### src/rtl/mcp_exec_unit_if.sv
// mcp_exec_unit_if: operand, control and result bundle for the exec unit
interface mcp_exec_unit_if;
   logic [31:0] a_i32;
   logic [31:0] b_i32;
   logic [5:0]  funct_i6;
   logic [1:0]  alt_ctrl_i2;
   logic        en_i;
   logic [31:0] y_o32;
   logic        zero_o;
   logic [31:0] alu_out_o32;
   logic [31:0] held_o32;
   modport master (
      output a_i32, b_i32, funct_i6, alt_ctrl_i2, en_i,
      input  y_o32, zero_o, alu_out_o32, held_o32
   );
   modport slave (
      input  a_i32, b_i32, funct_i6, alt_ctrl_i2, en_i,
      output y_o32, zero_o, alu_out_o32, held_o32
   );
endinterface

### src/rtl/mcp_exec_unit.sv
// mcp_exec_unit: MIPS-style 32-bit ALU with a free-running result register
// and an enable-gated held-result register.
module mcp_exec_unit (
   input  logic             clk_i,
   input  logic             reset_i,
   mcp_exec_unit_if.slave   bus
);
   logic [31:0] a, b, y;
   logic        slt, sltu;
   assign a    = bus.a_i32;
   assign b    = bus.b_i32;
   // $signed compare stays correct where a - b would overflow
   assign slt  = $signed(a) < $signed(b);
   assign sltu = a < b;
   always_comb begin
      y = '0;
      case (bus.alt_ctrl_i2)
         2'b00: y = a + b;
         2'b01: y = a - b;
         2'b11: y = {31'b0, slt};
         default:
            case (bus.funct_i6)
               6'b100000, 6'b100001: y = a + b;
               6'b100010, 6'b100011: y = a - b;
               6'b100100: y = a & b;
               6'b100101: y = a | b;
               6'b100110: y = a ^ b;
               6'b100111: y = ~(a | b);
               6'b101010: y = {31'b0, slt};
               6'b101011: y = {31'b0, sltu};
               default:   y = '0;
            endcase
      endcase
   end
   assign bus.y_o32  = y;
   assign bus.zero_o = y == '0;
   always_ff @(posedge clk_i or posedge reset_i) begin
      if (reset_i) begin
         bus.alu_out_o32 <= '0;
         bus.held_o32    <= '0;
      end else begin
         bus.alu_out_o32 <= y;
         if (bus.en_i) bus.held_o32 <= y;
      end
   end
endmodule

### src/flat_wrapper.sv
// flat-port wrapper written by rule: the top's interface ports become plain ports
module mcp_exec_unit_flat 
  (clk_i, reset_i, bus_a_i32, bus_b_i32, bus_funct_i6, bus_alt_ctrl_i2, bus_en_i, bus_y_o32, bus_zero_o, bus_alu_out_o32, bus_held_o32);
  mcp_exec_unit_if bus_i ();
  input  logic clk_i;
  input  logic reset_i;
  input wire logic [$bits(bus_i.a_i32)-1:0] bus_a_i32;
  input wire logic [$bits(bus_i.b_i32)-1:0] bus_b_i32;
  input wire logic [$bits(bus_i.funct_i6)-1:0] bus_funct_i6;
  input wire logic [$bits(bus_i.alt_ctrl_i2)-1:0] bus_alt_ctrl_i2;
  input wire logic [$bits(bus_i.en_i)-1:0] bus_en_i;
  output wire logic [$bits(bus_i.y_o32)-1:0] bus_y_o32;
  output wire logic [$bits(bus_i.zero_o)-1:0] bus_zero_o;
  output wire logic [$bits(bus_i.alu_out_o32)-1:0] bus_alu_out_o32;
  output wire logic [$bits(bus_i.held_o32)-1:0] bus_held_o32;
  assign bus_i.a_i32 = bus_a_i32;
  assign bus_i.b_i32 = bus_b_i32;
  assign bus_i.funct_i6 = bus_funct_i6;
  assign bus_i.alt_ctrl_i2 = bus_alt_ctrl_i2;
  assign bus_i.en_i = bus_en_i;
  assign bus_y_o32 = bus_i.y_o32;
  assign bus_zero_o = bus_i.zero_o;
  assign bus_alu_out_o32 = bus_i.alu_out_o32;
  assign bus_held_o32 = bus_i.held_o32;
  mcp_exec_unit u_core (.clk_i(clk_i), .reset_i(reset_i), .bus(bus_i));
endmodule
### config.mk
export PLATFORM = sky130hd
export DESIGN_NAME = mcp_exec_unit_flat
export DESIGN_NICKNAME = d
export VERILOG_FILES = /design/src/rtl/mcp_exec_unit_if.sv /design/src/rtl/mcp_exec_unit.sv /design/src/flat_wrapper.sv
export SDC_FILE = /design/constraint.sdc
export NUM_CORES = 1
export LEC_CHECK = 0
export CAP_MARGIN = 5
export CORE_MARGIN = 4
export CORE_UTILIZATION = 30
export CTS_CLUSTER_SIZE = 14
export DETAILED_ROUTE_END_ITERATION = 7
export PLACE_DENSITY = 0.52
export SETUP_SLACK_MARGIN = 0.2
export SYNTH_ARGS = -nofsm -noshare
export SYNTH_HDL_FRONTEND = slang
export SYNTH_SLANG_ARGS = --single-unit
### constraint.sdc
create_clock -name clk_i -period 5.12 [get_ports clk_i]
set_input_delay 1.28 -clock clk_i [delete_from_list [all_inputs] [get_ports clk_i]]
set_output_delay 1.28 -clock clk_i [all_outputs]
set_load 0.03 [all_outputs]
==> Word level (Yosys, flattened, before mapping) <==
Cells that the tools add are included.
Widths: inputs -> output; s select.
{ "totals": {"regBits": 64, "latchBits": 0, "mem_bits_rw": 0, "mem_bits_ro": 0, "output_inout_bits": 97, "n_memories": 0} }
{ "op_classes": {"n_addsub": 2, "mul": 0, "div": 0, "n_lt_le_gt_ge": 2, "n_eq_ne": 12, "shifts": 0, "mux": 2, "bitwise": 4, "reduce_logical": 4} }
{ "ops": {"columns": ["cell", "n"], "rows": [
  ["$pmux 32 s8", 1],
  ["$pmux 32 s3", 1],
  ["$lt 32x32->1", 2],
  ["$eq 6x6->1 const B", 10],
  ["$add 32x32->32", 1],
  ["$and 32x32->32", 1],
  ["$logic_not 32->1", 1],
  ["$not 32->32", 1],
  ["$or 32x32->32", 1],
  ["$sub 32x32->32", 1],
  ["$xor 32x32->32", 1],
  ["$reduce_or 2->1", 2],
  ["$eq 2x1->1 const B", 1],
  ["$eq 2x2->1 const B", 1],
  ["$logic_not 2->1", 1]
]} }

==> Logic depth before layout (Yosys ltp) <==
Gate-level depths: netlist of the first run.
{ "logic_depth": {"depth_word": 5, "depth_mapped": 15, "depth_no_buf": 15} }

==> Worst setup path before layout of the first run <==
No wires, ideal clock.
{ "synth_timing": {"path_type": "input-to-output", "startpoint": "input bus_b_i32[2]", "endpoint": "output bus_zero_o", "t_arrival_ns": 4.465, "setup_slack_ns": -0.625, "cell_stages": 14, "path_cell_list": "inv_1 -> ha_1 -> buf_6 -> nand2b_4 -> a2111o_1 -> a31oi_4 -> a22oi_4 -> o2111ai_1 -> nand3b_1 -> nor3_1 -> o221ai_1 -> nor4_1 -> nand4_1 -> nor2_1"} }
{ "synth_via": {"word_cells_on_any_way": 11, "cone_classes": "add/sub: 2; order compare: 2; mux: 2; bitwise: 4; reduce/logical: 1"} }
{ "synth_rtl": {"columns": ["element", "line", "text"], "rows": [
  ["from (decl)", "flat_wrapper.sv:8", "input wire logic [$bits(bus_i.b_i32)-1:0] bus_b_i32;"],
  ["$lt 32x32->1 (on tied branches)", "mcp_exec_unit.sv:14, mcp_exec_unit.sv:13", null],
  ["$pmux 32 s8", "mcp_exec_unit.sv:22", "case (bus.funct_i6)"],
  ["$pmux 32 s3 (*)", "mcp_exec_unit.sv:17", "case (bus.alt_ctrl_i2)"],
  ["via bus_y_o32[0]", "flat_wrapper.sv:12", "output wire logic [$bits(bus_i.y_o32)-1:0] bus_y_o32;"],
  ["$logic_not 32->1 (*)", "mcp_exec_unit.sv:36", "assign bus.zero_o = y == '0;"],
  ["to (decl)", "flat_wrapper.sv:13", "output wire logic [$bits(bus_i.zero_o)-1:0] bus_zero_o;"]
]} }
Mark *: on every way through the listed nets, which the timed path passes. The rest lies on a longest branch.

==> Final worst setup path of the first run <==
{ "layout_timing": {"startpoint": "input bus_a_i32[0]", "endpoint": "output bus_zero_o"} }
{ "layout_via": {"elab_chain_len": 5, "word_cells_on_any_way": 11, "cone_classes": "add/sub: 2; order compare: 2; mux: 2; bitwise: 4; reduce/logical: 1"} }
{ "layout_lines": {"columns": ["element", "line", "text"], "rows": [
  ["from (decl)", "flat_wrapper.sv:7", "input wire logic [$bits(bus_i.a_i32)-1:0] bus_a_i32;"],
  ["parallel branches: the longest is 3 deep, another holds $sub 32x32->32", null, null],
  ["$pmux 32 s3 (*)", "mcp_exec_unit.sv:17", null],
  ["$logic_not 32->1 (*)", "mcp_exec_unit.sv:36", null]
]} }
Every way passes the cells marked *.

==> reports/metrics.csv, run 1 <==
metric;value;unit
outcome;finished with violations;
failing checks;setup timing;
fraction of registers with async set/reset;100;%
dpl ws;-1360;ps
Int Pwr;0.00220;W
grt ovf;0;
slowest CP cell;a311o_2;
Layout area overhead;101;%
clk buf depth;2;
post-synth net total;1280;
Root Buffer;clkbuf_16;
met3 WL;2.28;mm
sequential share of power;17.1;%
core area;27700;µm²
Peak Freq;173;MHz
CTS Buf Count;9;
synthesized area per cell;7.69;µm²
DIE WIDTH;175;µm
Clk Latency, worst-skew pair;320;ps
share of cells above drive strength 1;53.5;%
Leak Pwr;7.75;nW
commonest non-fill, non-tap cell in the layout;buf_4;
routed via count;10700;
Combinational Power Share;65.1;%
Tightest Hold Check Type;reg2reg;
CP required;3840;ps
top-area cell type share of the netlist area;19.0;%
Via-to-Cell Ratio;5.06;
I/O pin count;172;
Area after DPL;13800;µm²
clock-pin slew on the worst setup and hold paths;50;ps
yosys warns;0;
kind of critical path;in2out;
met2 wire length;17.6;mm
most frequent cells in the layout;buf_4 (443), buf_6 (106), nor2_1 (96);
initial DRC count;684;
TritonRoute pass-1 iters;6;
CTS tree;yes;
EDFF count, synth;0;
Die ar.;30800;µm²
Worst slew margin;41.1;%
clock power share;17.8;%
Worst-Margin Slew;883;ps
worst path arrival time;4500;ps
post-route ant nets;0;
post-synth cell types;89;
Fin Setup TNS;-4520;ps
Inst Count DP;2008;
Seq cells post-synth;64;
sequential fraction of the synthesis area;19.0;%
CP peak stage delay;470;ps
Crit. End Element;output port;
Slew Limit Fails;0;
vias in the first global route;10800;
Finished Cell Area;16900;µm²
final net count;1920;
number of remaining DRC errors;0;
Total GRT Usage;24.3;%
starting density of the core;30.4;%
setup ws final;-661;ps
Post-Synthesis Cells;1094;
Synth area leader;dfrtp_1;
final number of setup-violating endpoints;19;
clock sinks;64;
Fin. Hold Viols;0;
Routed wire per std cell;18.1;µm
Synth area leaders;dfrtp_1 (19%), ha_1 (16%), a21oi_1 (5.7%), nor2_1 (5.0%), inv_1 (5.0%);
RSZ-0062 raised after global routing;true;
synthesized cell area;8410;µm²
ys flop type;dfrtp_1;
Max VDD drop;0.169;mV
final wirelength;38.4;mm
top layer used by detailed routing;met4;
Max Cap Viol;0;
num rows;61;
worst clock skew;0;ps
Final HPWL DP;30.9;mm
first-pass GRT wire length;60.4;mm
CP Cell Sequence;buf_6, buf_8, inv_12, ha_4, inv_2, fa_2, nand2b_4, a2111o_1, a31oi_4, a22oi_4, o21bai_4, a311o_2, a221oi_4, o21ai_2, a31oi_4, nand4_1, nor2_4, buf_6;
H-tree depth;3;
port bufs;171;
final cell count without fillers;2118;
Switching Fraction;39.9;%
initial antenna violation count;0;
minimum clock period;5780;ps
reg2reg setup slack;4350;ps
P_sw;0.00146;W
Final Util;61.1;%
largest net degree at the start of global routing;44;
Hold Buf Count CTS;0;
period utilization;113;%
CP startpoint kind;input pin;
PwrDens;216;nW/µm²
Die H;175;µm
Crit Path Max Fanout;4;
Final Wtd Congestion;0.938;
met1 WL;17.8;mm
state kept, by name (all words and copies together), names as in the netlist:
register,cells
u_core.bus.alu_out_o32,32
u_core.bus.held_o32,32
cells in the mapped netlist, types with 9 or more instances:
| library cell | instances |
|---|---|
| a211oi_1 | 18 |
| a21o_1 | 24 |
| a21oi_1 | 95 |
| a221oi_1 | 10 |
| a31oi_1 | 12 |
| buf_2 | 20 |
| clkbuf_1 | 35 |
| dfrtp_1 | 64 |
| ha_1 | 109 |
| inv_1 | 111 |
| mux2_2 | 21 |
| mux2i_1 | 24 |
| nand2_1 | 80 |
| nand3_1 | 18 |
| nor2_1 | 112 |
| nor2b_1 | 10 |
| nor3_1 | 20 |
| nor4_1 | 11 |
| o211ai_1 | 9 |
| o21ai_0 | 45 |
| o21ai_1 | 13 |
| o21bai_1 | 12 |
| o221ai_1 | 10 |
| o31ai_1 | 12 |
| xnor2_1 | 34 |
metrics by stage:
step           total power (W)  hold WS (ps)
4_1_cts                0.00358           506
5_1_grt                0.00385           523
6_report               0.00367           503
2_1_floorplan          0.00157           674
3_5_place_dp           0.00256           494
3_3_place_gp           0.00255           489
critical path, delay by kind of cell:
kind / cells / cell delay, ps
adder cells (fa/ha/maj): 2 / 480
AO/OA/AOI/OAI: 8 / 1910
AND/OR/NAND/NOR: 3 / 380
buffers and inverters: 5 / 430
per-layer routing:
layer / track usage [%] / up-vias
met5: 0 / -
li1: - / 5187
met1: 34.5 / 5102
met2: 40.3 / 362
met3: 2.43 / 56
met4: 5.10 / 0
path summary, 6_finish.rpt:
| path | startpoint | end | cells past startpoint |
|---|---|---|---|
| worst max-delay path | bus_a_i32[0] | bus_zero_o | 18 |
| worst min-delay path | u_core.bus.held_o32[5]$_DFFE_PP0P_ | u_core.bus.held_o32[5]$_DFFE_PP0P_ | 1 |
| worst max register to register | u_core.bus.held_o32[28]$_DFFE_PP0P_ | u_core.bus.held_o32[28]$_DFFE_PP0P_ | 1 |
| worst min register to register | u_core.bus.held_o32[5]$_DFFE_PP0P_ | u_core.bus.held_o32[5]$_DFFE_PP0P_ | 1 |
| max in group asynchronous | reset_i | u_core.bus.alu_out_o32[11]$_DFF_PP0_ | 3 |
| min in group asynchronous | reset_i | u_core.bus.held_o32[17]$_DFFE_PP0P_ | 2 |
logic make-up (layout without fill, tap and decap cells):
logic type,Yosys count,in the layout,synth area share (%)
xor gates and xnor gates,41,41,4.27
other,0,1,0
AOI/OAI and AO/OA,353,353,29.2
DFF,64,64,19.0
muxes,46,46,5.80
adders and majority gates,111,111,16.7
buffers and inverters,179,824,8.55
and+or+nand+nor,300,300,16.4
final cells by class:
class | instances | area (µm²)
tap | 378 | 473
sequential | 64 | 1600
clock inverter | 6 | 92.6
multi-input combinational | 851 | 7950
fill | 2441 | 10800
clock buffer | 10 | 239
inverter | 116 | 505
antenna | 1 | 2.50
timing repair buffer | 692 | 6080
power groups by stage:
stage,sequential (W),combinational [W],clock [W]
CTS,0.000626,0.00229,0.000668
detailed placement,0.000634,0.00192,0
global placement,0.000634,0.00192,0
floorplan,0.000816,0.000758,0
finish,0.000626,0.00239,0.000654
global route,0.000639,0.00252,0.000688
repair_timing:
action                     CTS  global route
gates cloned                 0             0
setup buffers               79            14
gates resized for setup    602            76
pin swaps                  146            39
setup endpoints to repair   31            27
No activity file was read; power rests on OpenSTA's default activity.
==> run 2, diff against run 1 <==
--- a/config.mk
+++ b/config.mk
@@ -6,7 +6,6 @@
 export NUM_CORES = 1
 export LEC_CHECK = 0
 export CAP_MARGIN = 5
-export CORE_MARGIN = 4
 export CORE_UTILIZATION = 30
 export CTS_CLUSTER_SIZE = 14
 export DETAILED_ROUTE_END_ITERATION = 7
==> run 2 against run 1 <==
  * The run still ends with setup timing left
  * Core utilization grew 0.55 points
  * Power fell by 2.8%
  * Final area shrank 0.75%
  * Global-route usage grew 2.0 points
  * Via count is 0.97% higher
==> reports/metrics.csv, run 2 (synthesis results as in run 1) <==
metric;value;unit;change
outcome;finished with violations;;unchanged
failing checks;setup timing;;unchanged
dpl ws;-1260;ps;was -1360 ps
Layout area overhead;99.8;%;was 101%
setup ws final;-723;ps;was -661 ps
minimum clock period;5840;ps;was 5780 ps
sequential share of power;17.7;%;was 17.1%
first-pass GRT wire length;59.3;mm;was 60.4 mm
biggest regs;u_core.bus.alu_out_o32 (32), u_core.bus.held_o32 (32);;unchanged
number of remaining DRC errors;0;;unchanged
crit-path leading delay family;compound AO/OA/AOI/OAI gates;;unchanged
clock-pin slew on the worst setup and hold paths;50;ps;about the same
routed via count;10800;;was 10700
I/O pin count;172;;unchanged
period utilization;114;%;was 113%
Int Pwr;0.00212;W;was 0.00220 W
Crit Path Max Fanout;3;;was 4
CTS Buf Count;9;;unchanged
PwrDens;212;nW/µm²;was 216 nW/µm²
share of cells above drive strength 1;53.0;%;was 53.5%
Peak Freq;171;MHz;was 173 MHz
core area;27300;µm²;was 27700 µm²
RSZ-0062 raised after global routing;true;;unchanged
Combinational Power Share;66.5;%;was 65.1%
TritonRoute pass-1 iters;7;;was 6
grt ovf;0;;unchanged
DIE WIDTH;169;µm;was 175 µm
Final HPWL DP;30.7;mm;was 30.9 mm
commonest non-fill, non-tap cell in the layout;buf_4;;unchanged
Die H;169;µm;was 175 µm
CP Cell Sequence;clkdlybuf4s15_2, inv_2, buf_4, fa_2, nand2b_4, a2111o_1, a31oi_4, a22oi_4, buf_6, o21bai_4, a311o_2, a221oi_4, o21ai_2, a31oi_4, nand4_1, nor2_4, buf_6;;was buf_6, buf_8, inv_12, ha_4, inv_2, fa_2, nand2b_4, a2111o_1, a31oi_4, a22oi_4, o21bai_4, a311o_2, a221oi_4, o21ai_2, a31oi_4, nand4_1, nor2_4, buf_6
Worst-Margin Slew;907;ps;was 883 ps
Clk Latency, worst-skew pair;320;ps;about the same
Switching Fraction;40.5;%;was 39.9%
most frequent cells in the layout;buf_4 (447), buf_6 (105), nor2_1 (104);;was buf_4 (443), buf_6 (106), nor2_1 (96)
Final Util;61.7;%;was 61.1%
Root Buffer;clkbuf_16;;unchanged
kind of critical path;in2out;;unchanged
H-tree depth;3;;unchanged
CTS tree;yes;;unchanged
Crit. End Element;output port;;unchanged
final net count;1928;;was 1920
final number of setup-violating endpoints;19;;unchanged
Finished Cell Area;16800;µm²;was 16900 µm²
Total GRT Usage;26.3;%;was 24.3%
Max VDD drop;0.165;mV;was 0.169 mV
initial antenna violation count;2;;was 0
clock sinks;64;;unchanged
Slew Limit Fails;0;;unchanged
slowest CP cell;fa_2;;was a311o_2
post-route ant nets;0;;unchanged
Hold Buf Count CTS;0;;unchanged
Final Wtd Congestion;0.986;;was 0.938
Worst slew margin;39.5;%;was 41.1%
worst path arrival time;4560;ps;was 4500 ps
Leak Pwr;7.81;nW;was 7.75 nW
clock power share;15.8;%;was 17.8%
CP required;3840;ps;about the same
num rows;60;;was 61
Via-to-Cell Ratio;5.10;;was 5.06
initial DRC count;622;;was 684
CP peak stage delay;410;ps;was 470 ps
Fin. Hold Viols;0;;unchanged
Area after DPL;13900;µm²;was 13800 µm²
Die ar.;28700;µm²;was 30800 µm²
CP bufs+invs;5;;unchanged
clk buf depth;2;;unchanged
Pwr Total;0.00357;W;was 0.00367 W
starting density of the core;30.9;%;was 30.4%
Routed wire per std cell;18.2;µm;was 18.1 µm
worst clock skew;0;ps;unchanged
CP startpoint kind;input pin;;unchanged
port bufs;171;;unchanged
Max Cap Viol;0;;unchanged
largest net degree at the start of global routing;44;;unchanged
vias in the first global route;10800;;about the same
P_sw;0.00145;W;was 0.00146 W
Tightest Hold Check Type;reg2reg;;unchanged
final wirelength;38.6;mm;was 38.4 mm
==> run 2: changes by cell type in the layout (fill, tap and decap cells not counted), sizes merged <==
cell           change
dlymetal6s2s       +8
clkdlybuf4s15      -4
clkdlybuf4s50      +3
buf                -2
clkinv             +2
clkinvlp           -2
dlygate4sd2        +2
bufinv             -1
==> run 2: worst paths after layout <==
path / end / start / depth (start not counted) / slack [ps]
setup / recovery: bus_zero_o / bus_b_i32[1] / 17 / -720
hold / removal: u_core.bus.held_o32[10]$_DFFE_PP0P_ / u_core.bus.held_o32[10]$_DFFE_PP0P_ / 1 / 500
setup reg to reg: u_core.bus.held_o32[23]$_DFFE_PP0P_ / u_core.bus.held_o32[23]$_DFFE_PP0P_ / 2 / 4350
hold reg to reg: u_core.bus.held_o32[10]$_DFFE_PP0P_ / u_core.bus.held_o32[10]$_DFFE_PP0P_ / 1 / 500
max in group asynchronous: u_core.bus.held_o32[26]$_DFFE_PP0P_ / reset_i / 3 / 2850
min in group asynchronous: u_core.bus.held_o32[13]$_DFFE_PP0P_ / reset_i / 2 / 1450
==> run 2: metrics by stage <==
stage / hold WS [ps] / instances / setup TNS [ps]
after global placement: 489 / 2006 / -19550
after CTS: 505 / 2092 / -5160
after floorplan: 674 / 1094 / -248
final: 503 / 2118 / -5700
after global routing: 518 / 2118 / -7400
after detailed placement: 494 / 2006 / -20310
==> run 2: what timing repair did <==
action,CTS,global route
setup endpoints to repair,31,31
pin swaps,106,87
buffers inserted,72,25
gates cloned,0,0
resized for setup,442,159
==> run 2: power by group through the flow <==
stage / sequential [W] / combinational (W) / clock, W
2_1_floorplan: 0.000816 / 0.000758 / 0
3_3_place_gp: 0.000635 / 0.00192 / 0
3_5_place_dp: 0.000639 / 0.00193 / 0
4_1_cts: 0.000630 / 0.00222 / 0.000575
5_1_grt: 0.000639 / 0.00251 / 0.000596
6_report: 0.000629 / 0.00237 / 0.000563
==> run 2: layer usage <==
layer | up-vias | part of all wire, % | GRT usage, %
met4 | 0 | 2.1 | 6.50
met3 | 49 | 6.9 | 3.03
met5 | - | 0 | 0
li1 | 5199 | - | -
met2 | 424 | 45 | 43.4
met1 | 5139 | 46 | 36.4
==> run 2: area by class of cell <==
cell class,instances,area (µm²)
antenna,1,2.50
clock inverter,5,50.0
sequential,64,1600
timing repair buffer,700,6120
fill,2369,10400
tap,372,465
inverter,116,483
clock buffer,9,225
multi-input combinational,851,7870
